--- src/rtl/imem_loader.sv ---
// imem_loader: writer side of the instruction memory.
// It accepts a framed byte stream: a 16-bit little-endian word count N, then 4*N data bytes.
// It assembles little-endian 32-bit words and writes them to a word-aligned port from BASE_ADDR.
// The core is held in reset while a load is running or after a failed load.
// Optional build macro IMEM_LOADER_CHECKSUM_EN: one trailing byte must equal the XOR of all
// data bytes. A mismatch sends the loader to ERR. Writes already issued are not undone.
module imem_loader #(
  parameter int          DEPTH     = 1024,
  parameter logic [31:0] BASE_ADDR = 32'h0000_0000
) (
  input  logic        clk,
  input  logic        reset,
  input  logic        load_start,
  input  logic        in_valid,
  output logic        in_ready,
  input  logic [7:0]  in_data,
  output logic        imem_we,
  output logic [31:0] imem_waddr,
  output logic [31:0] imem_wdata,
  output logic        core_hold,
  output logic        load_done,
  output logic        load_error
);

  localparam logic [31:0] DEPTH_W = 32'(DEPTH);

`ifdef IMEM_LOADER_CHECKSUM_EN
  typedef enum logic [2:0] {IDLE, LEN0, LEN1, DATA, CHK, DONE, ERR} state_t;
`else
  typedef enum logic [2:0] {IDLE, LEN0, LEN1, DATA, DONE, ERR} state_t;
`endif

  state_t      state_q;
  logic [7:0]  len_lo_q;
  logic [15:0] len_q;
  logic [15:0] word_idx_q;
  logic [1:0]  byte_cnt_q;
  logic [23:0] buf_q;
  logic        in_ready_q;
  logic        imem_we_q;
  logic [31:0] imem_waddr_q;
  logic [31:0] imem_wdata_q;
  logic        core_hold_q;
  logic        load_done_q;
  logic        load_error_q;
`ifdef IMEM_LOADER_CHECKSUM_EN
  logic [7:0]  csum_q;
`endif

  logic        accept_d;
  logic [15:0] len_rx_d;
  logic        len_bad_d;
  logic        last_word_d;
  logic [31:0] word_d;
  logic [31:0] waddr_d;

  // Handshake, received length and the word/address about to be written.
  always_comb begin
    accept_d    = in_valid && in_ready_q;
    len_rx_d    = {in_data, len_lo_q};
    len_bad_d   = (len_rx_d == 16'd0) || ({16'd0, len_rx_d} > DEPTH_W);
    last_word_d = (word_idx_q == (len_q - 16'd1));
    word_d      = {in_data, buf_q};
    waddr_d     = BASE_ADDR + {14'd0, word_idx_q, 2'b00};
  end

  // Loader FSM. All outputs are registered and updated on the transition that implies them.
  always_ff @(posedge clk or posedge reset) begin
    if (reset) begin
      state_q      <= IDLE;
      len_lo_q     <= '0;
      len_q        <= '0;
      word_idx_q   <= '0;
      byte_cnt_q   <= '0;
      buf_q        <= '0;
      in_ready_q   <= 1'b0;
      imem_we_q    <= 1'b0;
      imem_waddr_q <= BASE_ADDR;
      imem_wdata_q <= '0;
      core_hold_q  <= 1'b0;
      load_done_q  <= 1'b0;
      load_error_q <= 1'b0;
`ifdef IMEM_LOADER_CHECKSUM_EN
      csum_q       <= '0;
`endif
    end else begin
      imem_we_q   <= 1'b0;
      load_done_q <= 1'b0;
      case (state_q)
        IDLE, ERR: begin
          if (load_start) begin
            state_q      <= LEN0;
            core_hold_q  <= 1'b1;
            load_error_q <= 1'b0;
            in_ready_q   <= 1'b1;
            word_idx_q   <= '0;
            byte_cnt_q   <= '0;
`ifdef IMEM_LOADER_CHECKSUM_EN
            csum_q       <= '0;
`endif
          end
        end
        LEN0: begin
          if (accept_d) begin
            len_lo_q <= in_data;
            state_q  <= LEN1;
          end
        end
        LEN1: begin
          if (accept_d) begin
            if (len_bad_d) begin
              state_q      <= ERR;
              in_ready_q   <= 1'b0;
              load_error_q <= 1'b1;
            end else begin
              len_q   <= len_rx_d;
              state_q <= DATA;
            end
          end
        end
        DATA: begin
          if (accept_d) begin
            byte_cnt_q <= byte_cnt_q + 2'd1;
            buf_q      <= {in_data, buf_q[23:8]};
`ifdef IMEM_LOADER_CHECKSUM_EN
            csum_q     <= csum_q ^ in_data;
`endif
            if (byte_cnt_q == 2'd3) begin
              imem_we_q    <= 1'b1;
              imem_waddr_q <= waddr_d;
              imem_wdata_q <= word_d;
              if (last_word_d) begin
`ifdef IMEM_LOADER_CHECKSUM_EN
                state_q    <= CHK;
`else
                state_q    <= DONE;
                in_ready_q <= 1'b0;
`endif
              end else begin
                word_idx_q <= word_idx_q + 16'd1;
              end
            end
          end
        end
`ifdef IMEM_LOADER_CHECKSUM_EN
        CHK: begin
          if (accept_d) begin
            in_ready_q <= 1'b0;
            if (in_data == csum_q) begin
              state_q <= DONE;
            end else begin
              state_q      <= ERR;
              load_error_q <= 1'b1;
            end
          end
        end
`endif
        DONE: begin
          // The final write pulse occupies this cycle; completion is flagged one cycle later.
          load_done_q <= 1'b1;
          core_hold_q <= 1'b0;
          state_q     <= IDLE;
        end
        default: begin
          state_q    <= IDLE;
          in_ready_q <= 1'b0;
        end
      endcase
    end
  end

  assign in_ready   = in_ready_q;
  assign imem_we    = imem_we_q;
  assign imem_waddr = imem_waddr_q;
  assign imem_wdata = imem_wdata_q;
  assign core_hold  = core_hold_q;
  assign load_done  = load_done_q;
  assign load_error = load_error_q;

endmodule
--- config.mk ---
export PLATFORM = sky130hd
export DESIGN_NAME = imem_loader
export DESIGN_NICKNAME = d
export VERILOG_FILES = /design/src/rtl/imem_loader.sv
export SDC_FILE = /design/constraint.sdc
export NUM_CORES = 1
export LEC_CHECK = 0
export CAP_MARGIN = 20
export CORE_ASPECT_RATIO = 1.5
export CORE_MARGIN = 3
export CORE_UTILIZATION = 50
export DETAILED_ROUTE_END_ITERATION = 16
export PLACE_DENSITY = 0.8
export SYNTH_ARGS = -nofsm -noshare
export SYNTH_HDL_FRONTEND = slang
export SYNTH_SLANG_ARGS = --single-unit
--- constraint.sdc ---
create_clock -name clk -period 4.1 [get_ports clk]
set_input_delay 0.615 -clock clk [delete_from_list [all_inputs] [get_ports clk]]
set_output_delay 0.615 -clock clk [all_outputs]
set_load 0.01 [all_outputs]
==> Word level (Yosys, flattened, before mapping) <==
Index checks and enable logic that the tools add are counted.
Widths: inputs -> output; s select.
{ "totals": {"ff_bits": 122, "input_bits": 12, "out_inout_bits": 69, "word_cells": 85} }
{ "classes": {"add_sub_neg": 3, "magnitude_cmp": 1, "eq_ne": 15, "muxes": 32, "bitwise": 2, "n_reduce_logical": 19} }
{ "ops": {"columns": ["operator", "count"], "rows": [
  ["$mux 16", 4],
  ["$pmux 16 s2", 1],
  ["$mux 3", 7],
  ["$add 16x1->16 const B", 1],
  ["$eq 16x16->1", 1],
  ["$gt 16x11->1 const B", 1],
  ["$logic_not 16->1", 1],
  ["$ne 2x2->1 const B", 8],
  ["$sub 16x1->16 const B", 1],
  ["$mux 1", 13],
  ["$pmux 3 s4", 1],
  ["$reduce_and 3->1", 3],
  ["$reduce_and 7->1", 1],
  ["$eq 3x2->1 const B", 2],
  ["$eq 3x3->1 const B", 2],
  ["$reduce_and 2->1", 3],
  ["$reduce_and 6->1", 1],
  ["$reduce_bool 2->1", 3],
  ["$reduce_and 5->1", 1],
  ["$mux 2", 2],
  ["$pmux 1 s2", 2],
  ["$pmux 1 s4", 1],
  ["$pmux 2 s2", 1],
  ["$reduce_and 4->1", 1],
  ["other kinds (8)", 10]
]} }

==> Logic depth before layout (Yosys ltp) <==
{ "logic_depth": {"ltp_word": 6, "ltp_mapped": 12, "ltp_nobuf": 9} }

==> Worst setup path before layout <==
Ideal clock, no wire load.
{ "synth_path": {"path_type": "register to register", "from": "register len_q[0]", "to": "register word_idx_q[0]", "setup_ps": 128, "t_arrival_ps": 2724, "required_time_ps": 3972, "path_slack_ps": 1249, "path_stages_with_launch": 12, "path_buffers": 2, "synth_period_minus_slack_ps": 2851, "path_cell_list": "dfrtp_1 > inv_1 > ha_1 > clkbuf_2 > or3b_2 > nor4b_1 > a31oi_1 > a2111oi_1 > and4_4 > buf_12 > a21oi_2 > mux2_1"} }
{ "synth_via": {"elab_chain_len": 4} }
{ "synth_lines": {"columns": ["element", "line_no", "rtl"], "rows": [
  ["start, declared", "35", "logic [15:0] len_q;"],
  ["start signal, assigned", "116", "len_q <= len_rx_d;"],
  ["$sub 16x1->16", "62", "last_word_d = (word_idx_q == (len_q - 16'd1));"],
  ["$eq 16x16->1", "62", null],
  ["$ne 2x2->1 (no line)", null, null],
  ["$reduce_and 5->1 (no line)", null, null],
  ["end signal, assigned", "140", "word_idx_q <= word_idx_q + 16'd1;"],
  ["end, declared", "36", "logic [15:0] word_idx_q;"]
]} }
Every way passes these cells.
A chain may end at the register's enable or synchronous reset.

==> Final worst setup path <==
Ends and elaborated chain as after synthesis.

==> impl_metrics.toml <==
[routing]
via_per_inst = 5.62
final_antenna_net_count = 0
dr.pass1.iters = 4
post_drt_wl_per_cell_um = 16.9
postRouteWirelength_mm = 12.1
drc_errors = 0
via_count = 4021
initialDrtViolationCount = 170

[cells_and_area]
antenna_cells = 0
stdcell_area_um2 = 7080
syn_to_final_growth_pct = 22.2
layout-drive-gt1-share_pct = 24.6
fillers = 878
nets = 571

[critical_path]
crit_path_start_kind = "flop"
criticalPathCategory = "flop to flop"
cp_data_required_time_ns = 4.38
crit_fanout = 24
end_kind = "flop"
crit_path_cell_trace = "inv_1 > ha_1 > or3b_2 > nor4b_1 > a31oi_1 > a2111oi_1 > and4_4 > a21oi_2 > mux2_1"
slowest_stage = "or3b_2"
slowest_delay_ns = 0.50
cp.arrival_ns = 3.47

[clock_network]
ctsHoldBuffers = 0
clk_pin_slew_ns = 0.05
post_cts_buffers = 0
clockRootBuffer = "clkbuf_16"
cts.sinks = 122
cts-root-to-sink-buffers = 2
cts.repair.resized = 0
cts_tree = "done"
cts-htree-levels = 4
numCtsBuffers = 17
clk_latency_ns = 0.41

[grt]
grt_pass1_wl_mm = 20.3
grt_pass1_vias = 4145
track_usage_pct = 20.2
grt_overflow = 0
antenna_found_initial = 0
grt_max_degree = 81

[die]
start_util_pct = 51.8
rows = 47
dieArea_um2 = 12900
dieHeight_um = 138
coreArea_um2 = 11200
die_w_um = 93.9
ios = 81

[power]
p_total_mw = 4.17
powerDensity_nw_per_um2 = 589
comb_power_share_pct = 23.2
p_int_mw = 2.96
p_sw_share_pct = 29.1
vdd_drop_max_mv = 0.403
switchingPower_mw = 1.22
p_seq_share_pct = 41.9
clockPowerShare_pct = 34.9
p_leak_nw = 3.21

[synthesis]
synth_top_area_share_pct = 52.7
synth_warnings = 0
yosysSeqAreaShare_pct = 52.7
synth_cells = 489
synth_edf_count = 0
ys.flop_type = "dfrtp_1"
synth_area_leaders = "dfrtp_1 53%, mux2_2 17%, buf_4 2.1%"
yosys_register_bits = 122
synthArstFlopShare_pct = 100
yosysUniqueCellTypes = 59
synth_common_cells = "122 x dfrtp_1, 88 x mux2_2, 28 x nand2_1, 22 x nor2_1, 20 x a21oi_1"
syn_area_um2 = 5790
synth.most_common_cell = "dfrtp_1"
synth_top_area_cell = "dfrtp_1"
syn_avg_cell_area_um2 = 11.8

[placed_design]
place.gp.congestion = 0.857
dpl_cell_area_um2 = 6490
hpwl_mm = 8.51
port_buffers = 64

[timing]
slew_violations = 0
fmax_ghz = 0.313
rsz0062_at_grt = "false"
timing.hold.ws_ns = 0.488
post-route-period-util_pct = 77.8
max_slew_margin_pct = 38.4
hold_violations = 0
setup_viol = 0
worst_pin_slew_ns = 0.924
worst_clock_skew_ns = 0.00930
tns_ns = 0
period_minus_slack_ns = 3.19

[job]
maxCapViolCount = 0

[worst_hold_path]
hold_path.class = "flop to flop"

[run_status]
status = "complete, no violations"
-- registers in the layout, indices dropped and copies added, names as in the netlist, 2 cells and up --
signal / flops
buf_q: 24
byte_cnt_q: 2
imem_waddr: 16
imem_wdata: 32
len_lo_q: 8
len_q: 16
state_q: 3
word_idx_q: 16
-- layout by cell type (no fill, tap or decap), drive strengths merged, types with 4 or more instances in the layout --
master	n
a21oi	21
and3	4
buf	9
clkbuf	19
clkdlybuf4s50	64
clkinv	5
clkinvlp	5
conb	16
dfrtp	122
inv	10
mux2	90
mux2i	9
nand2	28
nand2b	11
nand3	15
nor2	22
nor2b	8
nor3	7
nor4	7
o21ai	17
o31ai	6
or4	9
xnor2	10
xor2	8
-- stage by stage --
step                utilization, %  worst slack [ns]  cells
detailed placement            58.1             0.868    684
floorplan                        -             0.242    504
global placement              58.0             0.874    683
global route                  63.4             0.689    716
CTS                           63.4             0.964    716
finish                        63.4             0.909    716
-- routing by layer --
| metal | share of wire (%) | track usage [%] | routed length [µm] |
|---|---|---|---|
| met1 | 39 | 23.0 | 4780 |
| met2 | 54 | 35.6 | 6480 |
| met3 | 5.3 | 5.19 | 644 |
| met4 | 1.7 | 8.35 | 206 |
| met5 | 0 | 0 | 0 |
-- kinds of logic (layout without fill, tap and decap cells) --
family                   Yosys count  count (layout)  share of synthesized area [%]
AO/OA/AOI/OAI                     68              68                           7.62
XOR/XNOR                          18              18                           2.72
adder cells (fa/ha/maj)            3               3                          0.648
buffers and inverters             49             114                           5.10
flip-flops                       122             122                           52.7
multiplexers                      99              99                           19.0
other                              1              16                         0.0647
AND/OR/NAND/NOR                  129             129                           12.1
-- final cells by class --
type	instances	area, µm²	share of cell area, %
repair buffers	73	708	10.0
inverters	9	36.3	0.512
clock inverters	13	146	2.07
flip-flops and latches	122	3050	43.1
well taps	147	184	2.60
clock buffers	19	443	6.25
multi-input cells	333	2510	35.5
-- critical path: cells and delay by family, from the launching register on --
family / cells / cell delay (ns)
simple gates: 3 / 1.23
compound gates: 3 / 0.64
flops: 1 / 0.43
mux: 1 / 0.33
fa+ha+maj: 1 / 0.30
buf+inv: 1 / 0.13
-- worst paths after layout --
path | startpoint | to | slack, ns | depth (start not counted)
hold / removal | byte_cnt_q[0] | byte_cnt_q[0] | 0.49 | 1
max in group asynchronous | reset | imem_waddr[13] | 2.50 | 3
setup reg to reg | len_q[0] | word_idx_q[0] | 0.91 | 9
setup / recovery | len_q[0] | word_idx_q[0] | 0.91 | 9
hold reg to reg | byte_cnt_q[0] | byte_cnt_q[0] | 0.49 | 1
min in group asynchronous | reset | imem_wdata[7] | 0.76 | 2
-- power groups by stage --
stage	logic (mW)	clock network, mW	registers [mW]
5_1_grt	1.06	1.53	1.79
3_5_place_dp	0.971	0	1.76
3_3_place_gp	0.939	0	1.75
6_report	0.970	1.46	1.75
4_1_cts	0.983	1.48	1.75
2_1_floorplan	0.649	0	1.72
Power figures use the tool's default switching activity.
